`src/rtl/row_packer.sv`:
```
// row_packer
//   First stage of the 8x8 DCT transpose. Takes a serial stream of 8-bit
//   pixels and can level-shift each one to signed form. Every 8 consecutive
//   pixels are packed into one 8-lane row. Two row buffers are used in
//   ping-pong fashion, so one row can fill while the previous row waits for
//   the downstream to accept it.
//
// Parameters
//   LEVEL_SHIFT   1: emit pixel-128 as two's complement (MSB inverted)
//                 0: pass the pixel through unchanged
// Ports
//   CLK           clock; all state changes on the rising edge
//   RST           asynchronous, active-high reset
//   STBi          input pixel valid
//   DATi[7:0]     input pixel, unsigned
//   ACKi          ready for a pixel (registered state only)
//   STBo          packed row valid
//   DATo0..DATo7  packed row; DATo0 is the first pixel of the row
//   LASTo         presented row is row 7 of its 8x8 block
//   ACKo          downstream accepts the presented row
module row_packer #(
    parameter bit LEVEL_SHIFT = 1'b1
) (
    input  logic       CLK,
    input  logic       RST,
    input  logic       STBi,
    input  logic [7:0] DATi,
    output logic       ACKi,
    output logic       STBo,
    output logic [7:0] DATo0,
    output logic [7:0] DATo1,
    output logic [7:0] DATo2,
    output logic [7:0] DATo3,
    output logic [7:0] DATo4,
    output logic [7:0] DATo5,
    output logic [7:0] DATo6,
    output logic [7:0] DATo7,
    output logic       LASTo,
    input  logic       ACKo
);

    logic [7:0] buf0 [8];
    logic [7:0] buf1 [8];
    logic [7:0] rd_row [8];
    logic       full0;
    logic       full1;
    logic       wp;
    logic       rp;
    logic [2:0] pix;
    logic [2:0] row;

    logic       accept;
    logic       wr_done;
    logic       rd_done;
    logic [7:0] pix_in;

    assign pix_in  = LEVEL_SHIFT ? {~DATi[7], DATi[6:0]} : DATi;
    assign accept  = STBi & ACKi;
    assign wr_done = accept & (pix == 3'd7);
    assign rd_done = STBo & ACKo;

    // Writes go in order, so wp always points at an empty buffer while ACKi
    // is high. For the same reason rp never names the buffer being filled
    // while it is readable. A row can complete and a row can drain in the
    // same cycle, and the two flag updates never collide.
    always_ff @(posedge CLK or posedge RST) begin
        if (RST) begin
            for (int i = 0; i < 8; i++) begin
                buf0[i] <= 8'h00;
                buf1[i] <= 8'h00;
            end
            full0 <= 1'b0;
            full1 <= 1'b0;
            wp    <= 1'b0;
            rp    <= 1'b0;
            pix   <= 3'd0;
            row   <= 3'd0;
        end else begin
            if (accept) begin
                if (wp) buf1[pix] <= pix_in;
                else    buf0[pix] <= pix_in;
                pix <= pix + 3'd1;
            end
            if (wr_done) begin
                wp <= ~wp;
            end
            if (rd_done) begin
                rp  <= ~rp;
                row <= row + 3'd1;
            end
            if (wr_done && !wp)      full0 <= 1'b1;
            else if (rd_done && !rp) full0 <= 1'b0;
            if (wr_done && wp)       full1 <= 1'b1;
            else if (rd_done && rp)  full1 <= 1'b0;
        end
    end

    always_comb begin
        for (int i = 0; i < 8; i++) begin
            rd_row[i] = rp ? buf1[i] : buf0[i];
        end
    end

    assign ACKi  = ~(full0 & full1);
    assign STBo  = rp ? full1 : full0;
    assign LASTo = STBo & (row == 3'd7);

    assign DATo0 = rd_row[0];
    assign DATo1 = rd_row[1];
    assign DATo2 = rd_row[2];
    assign DATo3 = rd_row[3];
    assign DATo4 = rd_row[4];
    assign DATo5 = rd_row[5];
    assign DATo6 = rd_row[6];
    assign DATo7 = rd_row[7];

endmodule

```
`config.mk`:
```
export PLATFORM = sky130hd
export DESIGN_NAME = row_packer
export DESIGN_NICKNAME = d
export VERILOG_FILES = /design/src/rtl/row_packer.sv
export SDC_FILE = /design/constraint.sdc
export NUM_CORES = 1
export LEC_CHECK = 0
export ABC_AREA = 0
export BUFFER_PORTS_ARGS = -buffer_cell sky130_fd_sc_hd__clkbuf_2
export CORE_MARGIN = 5
export CORE_UTILIZATION = 36
export DETAILED_ROUTE_END_ITERATION = 10
export HOLD_SLACK_MARGIN = 0.12
export PLACE_DENSITY = 0.54
export REMOVE_ABC_BUFFERS = 1
export SETUP_SLACK_MARGIN = 0.2
export SLEW_MARGIN = 20
export SYNTH_ARGS = -nofsm -noshare
export SYNTH_HDL_FRONTEND = slang
export SYNTH_SLANG_ARGS = --single-unit
```
`constraint.sdc`:
```
create_clock -name CLK -period 13.4 [get_ports CLK]
set_clock_uncertainty 0.1 [all_clocks]
set_input_delay 2.68 -clock CLK [delete_from_list [all_inputs] [get_ports CLK]]
set_output_delay 2.68 -clock CLK [all_outputs]
set_load 0.02 [all_outputs]
```
=== Word-level counts from Yosys, hierarchy flattened ===
Index checks and enable logic that the tools add are counted.

* Add/subtract/negate cells: 2
* Order comparisons: 2
* Equal/unequal tests: 2
* Multiplexer cells: 17
* Bitwise gates (word level): 10
* Reduce and logical (&&, ||, !) cells: 11

{| class="wikitable"
|+ Operators with widths
! operator !! number
|-
| $bwmux W64 || 2
|-
| $mux W8 || 9
|-
| $demux W8 S3 || 1
|-
| $add A3 B1 Y3 const B || 2
|-
| $eq A3 B3 Y1 const B || 2
|-
| $and A1 B1 Y1 || 5
|-
| $logic_and A1 B1 Y1 || 5
|-
| $mux W1 || 5
|-
| $ge A4 B4 Y1 const B || 1
|-
| $lt A4 B1 Y1 const B || 1
|-
| $not A1 Y1 || 4
|-
| $not A3 Y4 || 1
|-
| $reduce_and A2 Y1 || 2
|-
| $reduce_bool A2 Y1 || 2
|-
| $logic_not A1 Y1 || 2
|}

* Flip-flop bits (word level): 138
* Input bits: 12
* Logic and storage cells: 66

=== Logic depth before layout (Yosys ltp) ===
* Word-level depth: 6
* Depth in mapped cells: 5
* Gate-level depth less buffers: 4

=== Worst setup path after synthesis ===
No wires, ideal clock.

* Kind: register to output
* Start: register rp
* End: output DATo0[0]
* Arrival: 1,457 ps
* Path slack: 9,163 ps
* Cell stages (with the launch flop): 4
* Buffers on the path: 2
* Path through: dfrtp_1 buf_1 clkbuf_1 mux2_2

* Longest elaborated chain between the ends: 1

{| class="wikitable"
|+ RTL lines
! item !! line !! RTL
|-
| from (decl) || 48 || <nowiki>logic rp;</nowiki>
|-
| from (signal assigned) || 88 || <nowiki>rp <= ~rp;</nowiki>
|-
| $mux W8 || 100 || <nowiki>rd_row[i] = rp ? buf1[i] : buf0[i];</nowiki>
|-
| to (decl) || 30 || <nowiki>output logic [7:0] DATo0,</nowiki>
|}

No other way between the ends.

=== Worst setup path after layout ===
* Start: register rp
* End: output DATo2[3]

* Longest elaborated chain between the ends: 1

{| class="wikitable"
|+ RTL lines
! item !! line !! RTL
|-
| $mux W8 || 100 ||
|-
| to (decl) || 32 || <nowiki>output logic [7:0] DATo2,</nowiki>
|}

No other way between the ends.

==> impl_metrics.tcl <==
set metrics [dict create \
    slowest_stage "dfrtp_2" \
    ir_drop_mv 0.108 \
    rsz0062_at_grt "no" \
    drc 0 \
    cp_max_fo 43 \
    grt_pass1_wl_um 22400 \
    num_antenna_cells 0 \
    rows 48 \
    drv_slew 0 \
    multiInputGateArea_um2 2640 \
    synth_seq_cells 138 \
    power.leakage_nw 3.41 \
    min_period_over_period_pct 39.5 \
    dp_hpwl_um 8760 \
    grt_pass1_vias 4014 \
    status "complete, no violations" \
    coreArea_um2 17200 \
    start_util_pct 36.5 \
    final_common_cell "mux2_2" \
    setup_viol 0 \
    drtIter0Drc 183 \
    cp.arrival_ns 2.52 \
    hold_class "flip-flop to flip-flop" \
    worst_pin_slew_ns 1.09 \
    synth.distinct_cells 29 \
    crit_type "flip-flop to output port" \
    vias 3667 \
    hold_viol 0 \
    routed_via_density 4.94 \
    slew_headroom_pct 27.2 \
    clk_latency_ns 0.42 \
    n_fill_cell 1599 \
    max_freq_ghz 0.189 \
    wl_um 13700 \
    die_area_um2 20200 \
    mostFrequentLayoutCells "mux2_2 (171), dfrtp_1 (137), clkbuf_2 (78), nand2_1 (19), clkbuf_16 (17)" \
    cts_resized 0 \
    nNetsFinal 521 \
    synth_largest_area_cell "dfrtp_1" \
    avgRoutedWirePerCell_um 18.5 \
    pin_count 79 \
    min_period_ns 5.30 \
    root_buffer "clkbuf_16" \
    path_cells "buf_4 > mux2_2 > clkbuf_2" \
    r2r.worst_path.cells 3 \
    syn_area_um2 6270 \
    yosysWarnings 0 \
    grt_max_degree 71 \
    gr-total-overflow 0 \
    timing.setup.tns_ns 0 \
    p_total_mw 2.09 \
    r2r_slack_ns 10.86 \
    clk_pin_slew_ns 0.06 \
    die_y_um 142 \
    synth_area_leaders "dfrtp_1 (55%), mux2_2 (31%), mux2i_1 (2.2%), nor4_4 (2.0%), nand2_1 (1.1%)" \
    end_kind "output port" \
    gp_congestion 0.695 \
    cpPeakStageDelay_ns 0.84 \
    synth_cells 429 \
    hold-path-cell-count 1 \
    ctsHoldBuffers 0 \
    cts_sinks 138 \
    cts_buffer_depth 2 \
    syn_area_per_cell_um2 14.6 \
    yosys.area.top_type_share_pct 55.0 \
    cts_tree "done" \
    numCtsBuffers 17 \
    portBuffers 78 \
    grt.total_usage_pct 14.5 \
    syn_to_final_growth_pct 19.4 \
    ant_nets 0 \
    required_ns 10.62 \
    h-tree-depth 4 \
    layout-drive-gt1-share_pct 57.5 \
    critPathLaunchType "flip-flop" \
    maxCapViolations 0 \
    dr.pass1.iters 4 \
    die_w_um 142 \
    seq_area_um2 3450 \
    antenna_found_initial 0 \
    ys_seq_area_share_pct 55.0 \
    post_cts_buffers 0 \
    p_per_area_nw_per_um2 279 \
]
## through the flow
stage | hold slack [ns] | cell area, um^2 | std cells | util [%] | worst slack (ns)
floorplan | 0.352 | 6160 | 406 | - | 6.92
global placement | 0.367 | 6850 | 711 | 39.9 | 8.53
global route | 0.412 | 7490 | 743 | 43.6 | 7.98
CTS | 0.390 | 7490 | 743 | 43.6 | 8.07
detailed placement | 0.378 | 6850 | 711 | 39.9 | 8.54
finish | 0.387 | 7490 | 743 | 43.6 | 8.10
## cell type report
class,instances,share of cell area [%]
inverter,17,0.885
clock inverter,6,1.40
sequential,138,46.1
timing repair buffer,80,5.41
tap,225,3.76
multi-input combinational,251,35.2
clock buffer,26,7.20
## worst paths after layout
check,from,to
hold reg to reg,row[0]$_DFFE_PP0N_,row[0]$_DFFE_PP0N_
min in group asynchronous,RST,buf1[32]$_DFFE_PP0P_
setup reg to reg,pix[0]$_DFFE_PP0N_,buf1[35]$_DFFE_PP0P_
setup / recovery,rp$_DFFE_PP0N_,DATo2[3]
hold / removal,row[0]$_DFFE_PP0N_,row[0]$_DFFE_PP0N_
max in group asynchronous,RST,buf0[58]$_DFFE_PP0P_
## power by group
group	internal, mW	total (mW)	switching, mW	leakage (nW)
Sequential	0.616	0.752	0.135	1.67
Clock	0.332	0.501	0.169	0.322
Combinational	0.394	0.836	0.442	1.42
Total	1.34	2.09	0.747	3.41
## sequential cells by signal, summed over array words and instances, names as in the netlist
signal  flops
full0       1
full1       1
rp          1
row         3
pix         3
wp          1
buf0       64
buf1       64
## kinds of logic (layout without fill, tap and decap cells)
kind of cell	count (synthesis)	count (layout)	synth area share (%)
mux	186	186	33.1
flops	138	138	55.0
buf+inv	40	129	2.87
simple gates	39	39	6.00
compound gates	19	19	1.77
fa+ha+maj	4	4	0.798
xor+xnor	3	3	0.419
## critical path: cells and delay by family (launching register included)
family | cells | cell delay [ns]
buffers and inverters | 2 | 0.78
DFF | 1 | 0.84
muxes | 1 | 0.42
## synth_stat cells, drive strengths merged
library cell,count
nor4,6
o21ai,10
nor2,1
nand2,19
a32o,1
mux2i,14
dfrtp,138
a21boi,1
nor3,3
and4bb,1
nand2b,2
nor4b,3
xnor2,3
and2,1
mux2,172
ha,4
buf,9
inv,17
a31oi,3
nor4bb,1
a21oi,3
a21bo,1
nand4,2
clkbuf,14
## routing by layer
layer	vias up	global-route usage, %	wire (um)
met1	1916	18.6	6300
li1	1675	-	-
met3	18	4.07	454
met2	58	23.4	6740
met5	-	0	0
met4	0	5.71	222
Note: power is estimated with default switching activity, not from simulation.
